## src/rtl/vx_fpu_pe_gather_pkg.sv

```systemverilog
// Shared types and helpers for the FPU per-PE result gather block.
// Lane-count and batch helpers plus the masked fflags merge.
package vx_fpu_pe_gather_pkg;

  localparam int FP_FLAGS_BITS = 5;
  localparam int MAX_LANES     = 64;

  typedef struct packed {
    logic nv;
    logic dz;
    logic of;
    logic uf;
    logic nx;
  } fflags_t;

  function automatic int gather_batches(input int num_lanes, input int num_pes);
    return (num_lanes + num_pes - 1) / num_pes;
  endfunction

  function automatic int gather_cnt_width(input int batches);
    return (batches > 1) ? $clog2(batches) : 1;
  endfunction

  // Lanes beyond the real lane count must arrive with their mask bit cleared.
  function automatic fflags_t merge_fflags(
    input logic [MAX_LANES*FP_FLAGS_BITS-1:0] lane_flags,
    input logic [MAX_LANES-1:0]               lane_mask
  );
    logic [FP_FLAGS_BITS-1:0] acc;
    acc = {FP_FLAGS_BITS{1'b0}};
    for (int i = 0; i < MAX_LANES; i++) begin
      if (lane_mask[i]) begin
        acc = acc | lane_flags[i*FP_FLAGS_BITS +: FP_FLAGS_BITS];
      end else begin
        acc = acc;
      end
    end
    return fflags_t'(acc);
  endfunction

endpackage

```

## src/rtl/vx_fpu_pe_gather_buf.sv

```systemverilog
// Fill buffer for vx_fpu_pe_gather: one slot per lane with a lane-indexed
// write enable. Flag storage exists only when FPU_GATHER_FFLAGS_EN is defined.
module vx_fpu_pe_gather_buf
  import vx_fpu_pe_gather_pkg::*;
#(
  parameter int NUM_LANES = 5,
  parameter int NUM_PES   = 2,
  parameter int CNT_W     = 2
) (
  input  logic                               clk,
  input  logic                               reset,
  input  logic                               wr_en,
  input  logic [CNT_W-1:0]                   batch_idx,
  input  logic [NUM_PES*32-1:0]              pe_data,
  input  logic [NUM_PES*FP_FLAGS_BITS-1:0]   pe_fflags,
  output logic [NUM_LANES*32-1:0]            merged_data,
  output logic [NUM_LANES*FP_FLAGS_BITS-1:0] merged_fflags
);

  for (genvar lane = 0; lane < NUM_LANES; lane++) begin : g_lane
    localparam int               PE    = lane % NUM_PES;
    localparam logic [CNT_W-1:0] BATCH = CNT_W'(lane / NUM_PES);

    logic        we_s;
    logic [31:0] data_r;

    assign we_s = wr_en && (batch_idx == BATCH);

    // lane data slot
    always_ff @(posedge clk or posedge reset) begin
      if (reset) begin
        data_r <= 32'd0;
      end else if (we_s) begin
        data_r <= pe_data[PE*32 +: 32];
      end
    end

    // The beat being written bypasses its slot so the final beat can complete in one cycle.
    assign merged_data[lane*32 +: 32] = we_s ? pe_data[PE*32 +: 32] : data_r;

`ifdef FPU_GATHER_FFLAGS_EN
    logic [FP_FLAGS_BITS-1:0] flags_r;

    // lane flag slot
    always_ff @(posedge clk or posedge reset) begin
      if (reset) begin
        flags_r <= {FP_FLAGS_BITS{1'b0}};
      end else if (we_s) begin
        flags_r <= pe_fflags[PE*FP_FLAGS_BITS +: FP_FLAGS_BITS];
      end
    end

    assign merged_fflags[lane*FP_FLAGS_BITS +: FP_FLAGS_BITS] =
      we_s ? pe_fflags[PE*FP_FLAGS_BITS +: FP_FLAGS_BITS] : flags_r;
`else
    assign merged_fflags[lane*FP_FLAGS_BITS +: FP_FLAGS_BITS] = {FP_FLAGS_BITS{1'b0}};
`endif
  end

`ifndef FPU_GATHER_FFLAGS_EN
  logic unused_fflags_s;
  assign unused_fflags_s = ^pe_fflags;
`endif

endmodule

```

## src/rtl/vx_fpu_pe_gather.sv

```systemverilog
// Gathers per-PE FPU result beats into a full lane vector behind a registered
// valid/ready output. Optional flag merging: FPU_GATHER_FFLAGS_EN.
module vx_fpu_pe_gather
  import vx_fpu_pe_gather_pkg::*;
#(
  parameter int NUM_LANES = 5,
  parameter int NUM_PES   = 2,
  parameter int TAG_WIDTH = 1
) (
  input  logic                             clk,
  input  logic                             reset,
  input  logic                             valid_in,
  output logic                             ready_in,
  input  logic [NUM_PES*32-1:0]            pe_data_in,
  input  logic [NUM_PES*FP_FLAGS_BITS-1:0] pe_fflags_in,
  input  logic [NUM_LANES-1:0]             mask_in,
  input  logic [TAG_WIDTH-1:0]             tag_in,
  output logic                             valid_out,
  input  logic                             ready_out,
  output logic [NUM_LANES*32-1:0]          result,
  output logic [FP_FLAGS_BITS-1:0]         fflags,
  output logic                             has_fflags,
  output logic [NUM_LANES-1:0]             mask_out,
  output logic [TAG_WIDTH-1:0]             tag_out
);

  localparam int               BATCHES     = gather_batches(NUM_LANES, NUM_PES);
  localparam int               CNT_W       = gather_cnt_width(BATCHES);
  localparam int               FLAGS_PAD_W = MAX_LANES * FP_FLAGS_BITS;
  localparam logic [CNT_W-1:0] LAST_CNT    = CNT_W'(BATCHES - 1);

  logic [CNT_W-1:0]                   batch_cnt_r;
  logic [NUM_LANES-1:0]               mask_r;
  logic [TAG_WIDTH-1:0]               tag_r;
  logic                               is_last_s;
  logic                               is_first_s;
  logic                               fire_s;
  logic                               load_s;
  logic [NUM_LANES-1:0]               mask_sel_s;
  logic [TAG_WIDTH-1:0]               tag_sel_s;
  logic [NUM_LANES*32-1:0]            merged_data_s;
  logic [NUM_LANES*FP_FLAGS_BITS-1:0] merged_fflags_s;
  logic [FP_FLAGS_BITS-1:0]           fflags_next_s;

`ifdef FPU_GATHER_FFLAGS_EN
  assign has_fflags = 1'b1;
`else
  assign has_fflags = 1'b0;
`endif

  // handshake decode; only the completing beat sees back-pressure
  always_comb begin
    is_last_s  = (batch_cnt_r == LAST_CNT);
    is_first_s = (batch_cnt_r == {CNT_W{1'b0}});
    ready_in   = !(valid_out && !ready_out && is_last_s);
    fire_s     = valid_in && ready_in;
    load_s     = fire_s && is_last_s;
    if (is_first_s) begin
      mask_sel_s = mask_in;
      tag_sel_s  = tag_in;
    end else begin
      mask_sel_s = mask_r;
      tag_sel_s  = tag_r;
    end
  end

  vx_fpu_pe_gather_buf #(
    .NUM_LANES (NUM_LANES),
    .NUM_PES   (NUM_PES),
    .CNT_W     (CNT_W)
  ) u_buf (
    .clk           (clk),
    .reset         (reset),
    .wr_en         (fire_s),
    .batch_idx     (batch_cnt_r),
    .pe_data       (pe_data_in),
    .pe_fflags     (pe_fflags_in),
    .merged_data   (merged_data_s),
    .merged_fflags (merged_fflags_s)
  );

  // Flag slots are all zero without flag storage, so the merge yields zero there.
  assign fflags_next_s = merge_fflags(FLAGS_PAD_W'(merged_fflags_s), MAX_LANES'(mask_sel_s));

  // beat counter
  always_ff @(posedge clk or posedge reset) begin
    if (reset) begin
      batch_cnt_r <= {CNT_W{1'b0}};
    end else if (fire_s) begin
      batch_cnt_r <= is_last_s ? {CNT_W{1'b0}} : batch_cnt_r + CNT_W'(1);
    end
  end

  // first-beat mask and tag capture
  always_ff @(posedge clk or posedge reset) begin
    if (reset) begin
      mask_r <= {NUM_LANES{1'b0}};
      tag_r  <= {TAG_WIDTH{1'b0}};
    end else if (fire_s && is_first_s) begin
      mask_r <= mask_in;
      tag_r  <= tag_in;
    end
  end

  // output register; a completing beat wins over a drain in the same cycle
  always_ff @(posedge clk or posedge reset) begin
    if (reset) begin
      valid_out <= 1'b0;
      result    <= {(NUM_LANES*32){1'b0}};
      fflags    <= {FP_FLAGS_BITS{1'b0}};
      mask_out  <= {NUM_LANES{1'b0}};
      tag_out   <= {TAG_WIDTH{1'b0}};
    end else if (load_s) begin
      valid_out <= 1'b1;
      result    <= merged_data_s;
      fflags    <= fflags_next_s;
      mask_out  <= mask_sel_s;
      tag_out   <= tag_sel_s;
    end else if (ready_out) begin
      valid_out <= 1'b0;
    end
  end

endmodule

```

## config.mk

```make
export PLATFORM = sky130hd
export DESIGN_NAME = vx_fpu_pe_gather
export DESIGN_NICKNAME = d
export VERILOG_FILES = /design/src/rtl/vx_fpu_pe_gather_pkg.sv /design/src/rtl/vx_fpu_pe_gather_buf.sv /design/src/rtl/vx_fpu_pe_gather.sv
export SDC_FILE = /design/constraint.sdc
export NUM_CORES = 1
export LEC_CHECK = 0
export CORE_AREA = 2 2 247 225
export CTS_BUF_LIST = sky130_fd_sc_hd__clkbuf_2
export CTS_CLUSTER_DIAMETER = 60
export CTS_CLUSTER_SIZE = 25
export DETAILED_ROUTE_END_ITERATION = 6
export DIE_AREA = 0 0 249 227
export DONT_BUFFER_PORTS = 1
export SETUP_SLACK_MARGIN = 0.02
export SLEW_MARGIN = 40
export SYNTH_ARGS = -nofsm -noshare
export SYNTH_HDL_FRONTEND = slang
export SYNTH_HIERARCHICAL = 1
export SYNTH_SLANG_ARGS = --single-unit
```

## constraint.sdc

```tcl
create_clock -name clk -period 6.1 [get_ports clk]
set_input_delay 0.61 -clock clk [delete_from_list [all_inputs] [get_ports clk]]
set_output_delay 0.61 -clock clk [all_outputs]
set_load 0.01 [all_outputs]
```

; Yosys cells after proc, flatten, opt, wreduce, memory -nomap -nowiden
; Index checks and enable logic that the tools add are counted.
[classes]
n_mux = 9
n_addsub = 1
n_reduce_logical = 10
eq_ne = 2
[op_table]
columns = operator, n
row1 = 2-to-1 mux 32 bit, 4
row2 = logical AND 1 bit, 6
row3 = 2-to-1 mux 5 bit, 1
row4 = 2-to-1 mux 1 bit, 3
row5 = adder 2 x 1 -> 2 bit (second input constant), 1
row6 = == test 2 x 1 -> 1 bit (second input constant), 1
row7 = == test 2 bit (second input constant), 1
row8 = logical NOT 1 bit, 2
row9 = logical NOT 2 bit, 1
row10 = 2-to-1 mux 2 bit, 1
row11 = nonzero test 2 bit, 1
[word_totals]
input_bits = 84
elab_cells = 33
regBits = 303

; Depth between registers and ports, before layout
[logic_depth]
depth_word = 7
depth_mapped = 9
ltp_nobuf = 7

; Hierarchy
; The synthesis kept the hierarchy.
[modules_own_cells]
columns = mod, area_per_inst_um2, cells_each, instances
row1 = vx_fpu_pe_gather, 6934.2, 763, 1
row2 = vx_fpu_pe_gather_buf, 6433.7, 367, 1

; Worst setup path before layout
; OpenSTA, ideal clock, no wires.
[synth_path]
path_type = in2reg
from = in ready_out
to = reg result[10]
slack_ns = 3.677
t_arrival_ns = 2.307
cell_stages = 9
required_ns = 5.983
cell_sequence = nand2b_1 or3b_2 and2_1 nor3b_2 buf_6 buf_6 mux2_1 nand2_1 nand2_1
[synth_between]
elab_chain_cells = 7
word_cells_on_any_way = 8
[synth_rtl]
columns = item, line
row1 = "start, declared", vx_fpu_pe_gather.sv:19  ; input logic ready_out,
row2 = logical NOT 1 bit, vx_fpu_pe_gather.sv:55  ; ready_in = !(valid_out && !ready_out && is_last_s);
row3 = logical AND 1 bit (2 in a row), vx_fpu_pe_gather.sv:55
row4 = logical NOT 1 bit, vx_fpu_pe_gather.sv:55
row5 = via ready_in, vx_fpu_pe_gather.sv:13  ; output logic ready_in,
row6 = logical AND 1 bit, vx_fpu_pe_gather.sv:56  ; fire_s = valid_in && ready_in;
row7 = via fire_s, vx_fpu_pe_gather.sv:37  ; logic fire_s;
row8 = logical AND 1 bit, vx_fpu_pe_gather_buf.sv:27  ; assign we_s = wr_en && (batch_idx == BATCH);
row9 = 2-to-1 mux 32 bit, n/a
row10 = via merged_data_s[10], vx_fpu_pe_gather.sv:41  ; logic [NUM_LANES*32-1:0] merged_data_s;
row11 = "end signal, assigned", vx_fpu_pe_gather.sv:109  ; result <= {(NUM_LANES*32){1'b0}};
row12 = "end signal, assigned", vx_fpu_pe_gather.sv:115  ; result <= merged_data_s;
row13 = "end, declared", vx_fpu_pe_gather.sv:20  ; output logic [NUM_LANES*32-1:0] result,
; The timed path passes the listed nets, and every way through them passes these cells.
; A chain may end at the register's enable or synchronous reset.

; Worst setup path after layout
[layout_path]
from = reg valid_out
to = reg result[95]
[layout_between]
elab_chain_cells = 6
word_cells_on_any_way = 7
[layout_rtl]
columns = item, line
row1 = "start, declared", vx_fpu_pe_gather.sv:18  ; output logic valid_out,
row2 = "start signal, assigned", vx_fpu_pe_gather.sv:108  ; valid_out <= 1'b0;
row3 = "start signal, assigned", vx_fpu_pe_gather.sv:114  ; valid_out <= 1'b1;
row4 = "start signal, assigned", vx_fpu_pe_gather.sv:120  ; valid_out <= 1'b0;
row5 = logical AND 1 bit (2 in a row), vx_fpu_pe_gather.sv:55
row6 = logical NOT 1 bit, vx_fpu_pe_gather.sv:55
row7 = via ready_in, vx_fpu_pe_gather.sv:13
row8 = logical AND 1 bit, vx_fpu_pe_gather.sv:56
row9 = via fire_s, vx_fpu_pe_gather.sv:37
row10 = logical AND 1 bit, vx_fpu_pe_gather_buf.sv:27
row11 = 2-to-1 mux 32 bit, n/a
row12 = via merged_data_s[95], vx_fpu_pe_gather.sv:41
; The timed path passes the listed nets, and every way through them passes these cells.

==> summary.md <==
| Metric | Value |
|---|---|
| Status | `finished, final reports clean` |
| Antenna viol nets, final | `0` |
| Worst Hold Class | `in -> async` |
| Slowest cell on crit path | `buf_4` |
| Synth Area per Inst | `11.8 µm²` |
| Total global-route track usage | `0.115` |
| Adder-cell share of the synthesized area | `0` |
| WS Path Type | `reg -> reg` |
| Netlist cell types | `26` |
| Clock sinks | `340` |
| Final setup vio count | `0` |
| Most frequent cells in the layout | `nand2_1 (501), dfrtp_1 (340), mux2_2 (100)` |
| Endpoint class of the critical path | `register` |
| Post-synthesis mux area share | `0.162` |
| HPWL Detailed | `20,400 µm` |
| Slew margin rel. | `0.423` |
| I/O pin total | `around 260` |
| Clock root buffer | `clkbuf_2` |
| Buffers & Inverters on Critical Path | `1` |
| Die Span X | `249 µm` |
| CTS tree | `done` |
| Ys Warns | `6` |
| Yosys reg bits | `340` |
| Wire per inst | `16.7 µm` |
| CTS buffer count | `36` |
| RSZ-0062 raised after global routing | `false` |
| Post-CTS sizing | `0` |
| Vias/cell | `roughly 4.2` |
| Ys flop type | `dfrtp_1` |
| Placer Congestion | `around 0.73` |
| Worst skew pair latency | `1.06 ns` |
| Fin nets | `1,281` |
| Cell count after synthesis | `1,130` |
| Worst-Margin Slew | `0.865 ns` |
| Final Util | `0.284` |
| Crit path required time | `7.03 ns` |
| Pins over their slew limit | `0` |
| Mapped cell area | `13,400 µm²` |
| Crit path launch type | `register` |
| Synth area leaders | `dfrtp_1 (64%), nand2_1 (14%), mux2_2 (8.4%), mux2_4 (6.9%), buf_4 (2.2%)` |
| Largest net degree at the start of global routing | `between 100 and 150` |
| Final period utilization | `0.494` |
| PortBufs | `0` |
| Synth Area in Compound Gates | `0.00927` |
| Peak VDD IR | `around 270 µV` |
| Fraction of layout cells with a size suffix above 1 | `0.201` |
| DR vias | `8,048` |
| Sequential area share after synthesis | `0.636` |
| Largest family of logic cells by synthesized area | `multiplexers` |
| Initial core utilization | `0.248` |
| Initial antenna violation count | `3` |
| Htree depth | `2` |
| Most common cell after layout, fill and taps aside | `nand2_1` |
| Cell mode on critical path | `nand2_1` |
| Die area | `roughly 57,000 µm²` |
| Final min period | `3.01 ns` |
| Drt first pass iters | `6` |
| Synth area leader | `dfrtp_1` |
| Static leakage | `7.44 nW` |
| # rows | `81` |
| Total routed wirelength | `around 32,000 µm` |
| Crit path DAT | `3.94 ns` |
| Overflow after GRT | `0` |
| Top-area cell type share of the netlist area | `0.636` |
| Iteration-0 DRC count of the detailed router | `436` |
| Worst path cell trace | `nand2b_1 -> or3b_2 -> and2_1 -> nand3b_1 -> buf_4 -> mux2_2 -> nand2_1 -> nand2_1` |
| Die Ht | `roughly 230 µm` |
| EDFF count, synth | `0` |
| Final Skew | `0.151 ns` |
| Maxcap violations | `0` |
| Final setup TNS | `0 ns` |
| Fmax | `332 MHz` |
| Pwr dens | `493 nW/µm²` |
| Synth Area in XOR/XNOR | `0` |
| Crit-path max FO | `37` |
| Max clock buf depth | `3` |
| DRC Markers | `0` |
| Post-synthesis simple-gate area fraction | `0.148` |
| Max incr delay on CP | `about 0.63 ns` |
| Vias in the first global route | `8,404` |
| Synth-to-Final Area Change | `14.4%` |
| WHS | `0.194 ns` |
| Worst path top cell family by delay | `simple AND/OR/NAND/NOR gates` |
| Synth async-reset ratio | `1.00` |
| First-pass GRT wire length | `50,700 µm` |
| Reg clk slew, reported paths | `0.36 ns` |
| Core Region | `53,800 µm²` |
| Final hold violation count | `0` |
[through the flow]
stage,instance area (µm²),std cells,power (mW),setup slack (ns)
after floorplan,13500,1154,5.61,0.603
after global placement,13900,1790,6.04,2.97
after detailed placement,13900,1791,6.14,2.95
after CTS,15300,1930,7.69,2.96
after global routing,15300,1932,8.12,2.99
final,15300,1934,7.54,3.09
[layout make-up]
type | instances | area (µm²)
fillers | 5511 | 38500
flip-flops and latches | 340 | 8510
multi-input cells | 730 | 4380
well taps | 705 | 882
repair buffers | 86 | 852
clock inverters | 27 | 433
clock buffers | 39 | 195
inverters | 3 | 31.3
diodes | 4 | 10.0
[final timing paths]
path	from	endpoint	slack, ns	depth (start not counted)
setup / recovery	valid_out$_DFFE_PP0P_	result[95]$_DFFE_PP0P_	3.09	8
min in group clk	pe_data_in[59]	u_buf/g_lane[3].data_r[27]$_DFF_PP0_	0.24	2
hold / removal	reset	u_buf/g_lane[4].data_r[16]$_DFF_PP0_	0.19	2
hold reg to reg	mask_r[0]$_DFFE_PP0P_	mask_out[0]$_DFFE_PP0P_	0.40	2
setup reg to reg	valid_out$_DFFE_PP0P_	result[95]$_DFFE_PP0P_	3.09	8
max in group asynchronous	reset	mask_r[0]$_DFFE_PP0P_	4.70	3
[per-layer routing]
| layer | GRT usage | routed length (µm) | vias up |
|---|---|---|---|
| li1 | - | - | 3717 |
| met1 | 0.146 | 14100 | 4064 |
| met2 | 0.178 | 14500 | 209 |
| met3 | 0.0464 | 2840 | 58 |
| met4 | 0.0399 | 822 | 0 |
| met5 | 0 | 0 | - |
[Yosys cell counts (8+ instances only)]
cell type / count
nand2_1: 501
dfrtp_1: 340
mux2_2: 100
mux2_4: 61
buf_4: 39
buf_2: 20
buf_6: 14
mux2_1: 10
clkbuf_1: 8
[power by group]
part / switching (mW) / total [mW] / internal (mW) / leakage [nW]
Clock: 1.06 / 1.45 / 0.386 / 0.357
Sequential: 0.868 / 4.18 / 3.31 / 4.13
Combinational: 0.951 / 1.91 / 0.954 / 2.95
[logic make-up (layout without fill, tap and decap cells)]
kind of cell	count (synthesis)	after routing
buf+inv	84	155
mux	172	172
other cells	2	30
flops	340	340
simple gates	516	516
compound gates	16	16
[sequential cells by signal, indices dropped and copies added, names as in the netlist]
name and cells:
batch_cnt_r 2, fflags 5, mask_out 5, mask_r 5
result 160, tag_out 1, tag_r 1, u_buf/g_lane.data_r 160
valid_out 1
[what timing repair did]
| item | in CTS | in global routing |
|---|---|---|
| buffers inserted | 0 | 0 |
| hold buffers | 73 | 0 |
| hold endpoints to repair | 527 | 0 |
| endpoints found under the setup margin | 0 | 0 |
[worst reg2reg max path, stage by stage, from the launching register on]
cell and delay (ns):
dfrtp_1 0.49, nand2b_1 0.20, or3b_2 0.57, and2_1 0.24
nand3b_1 0.12, buf_4 0.63, mux2_2 0.53, nand2_1 0.06
nand2_1 0.05
Power figures use the tool's default switching activity.
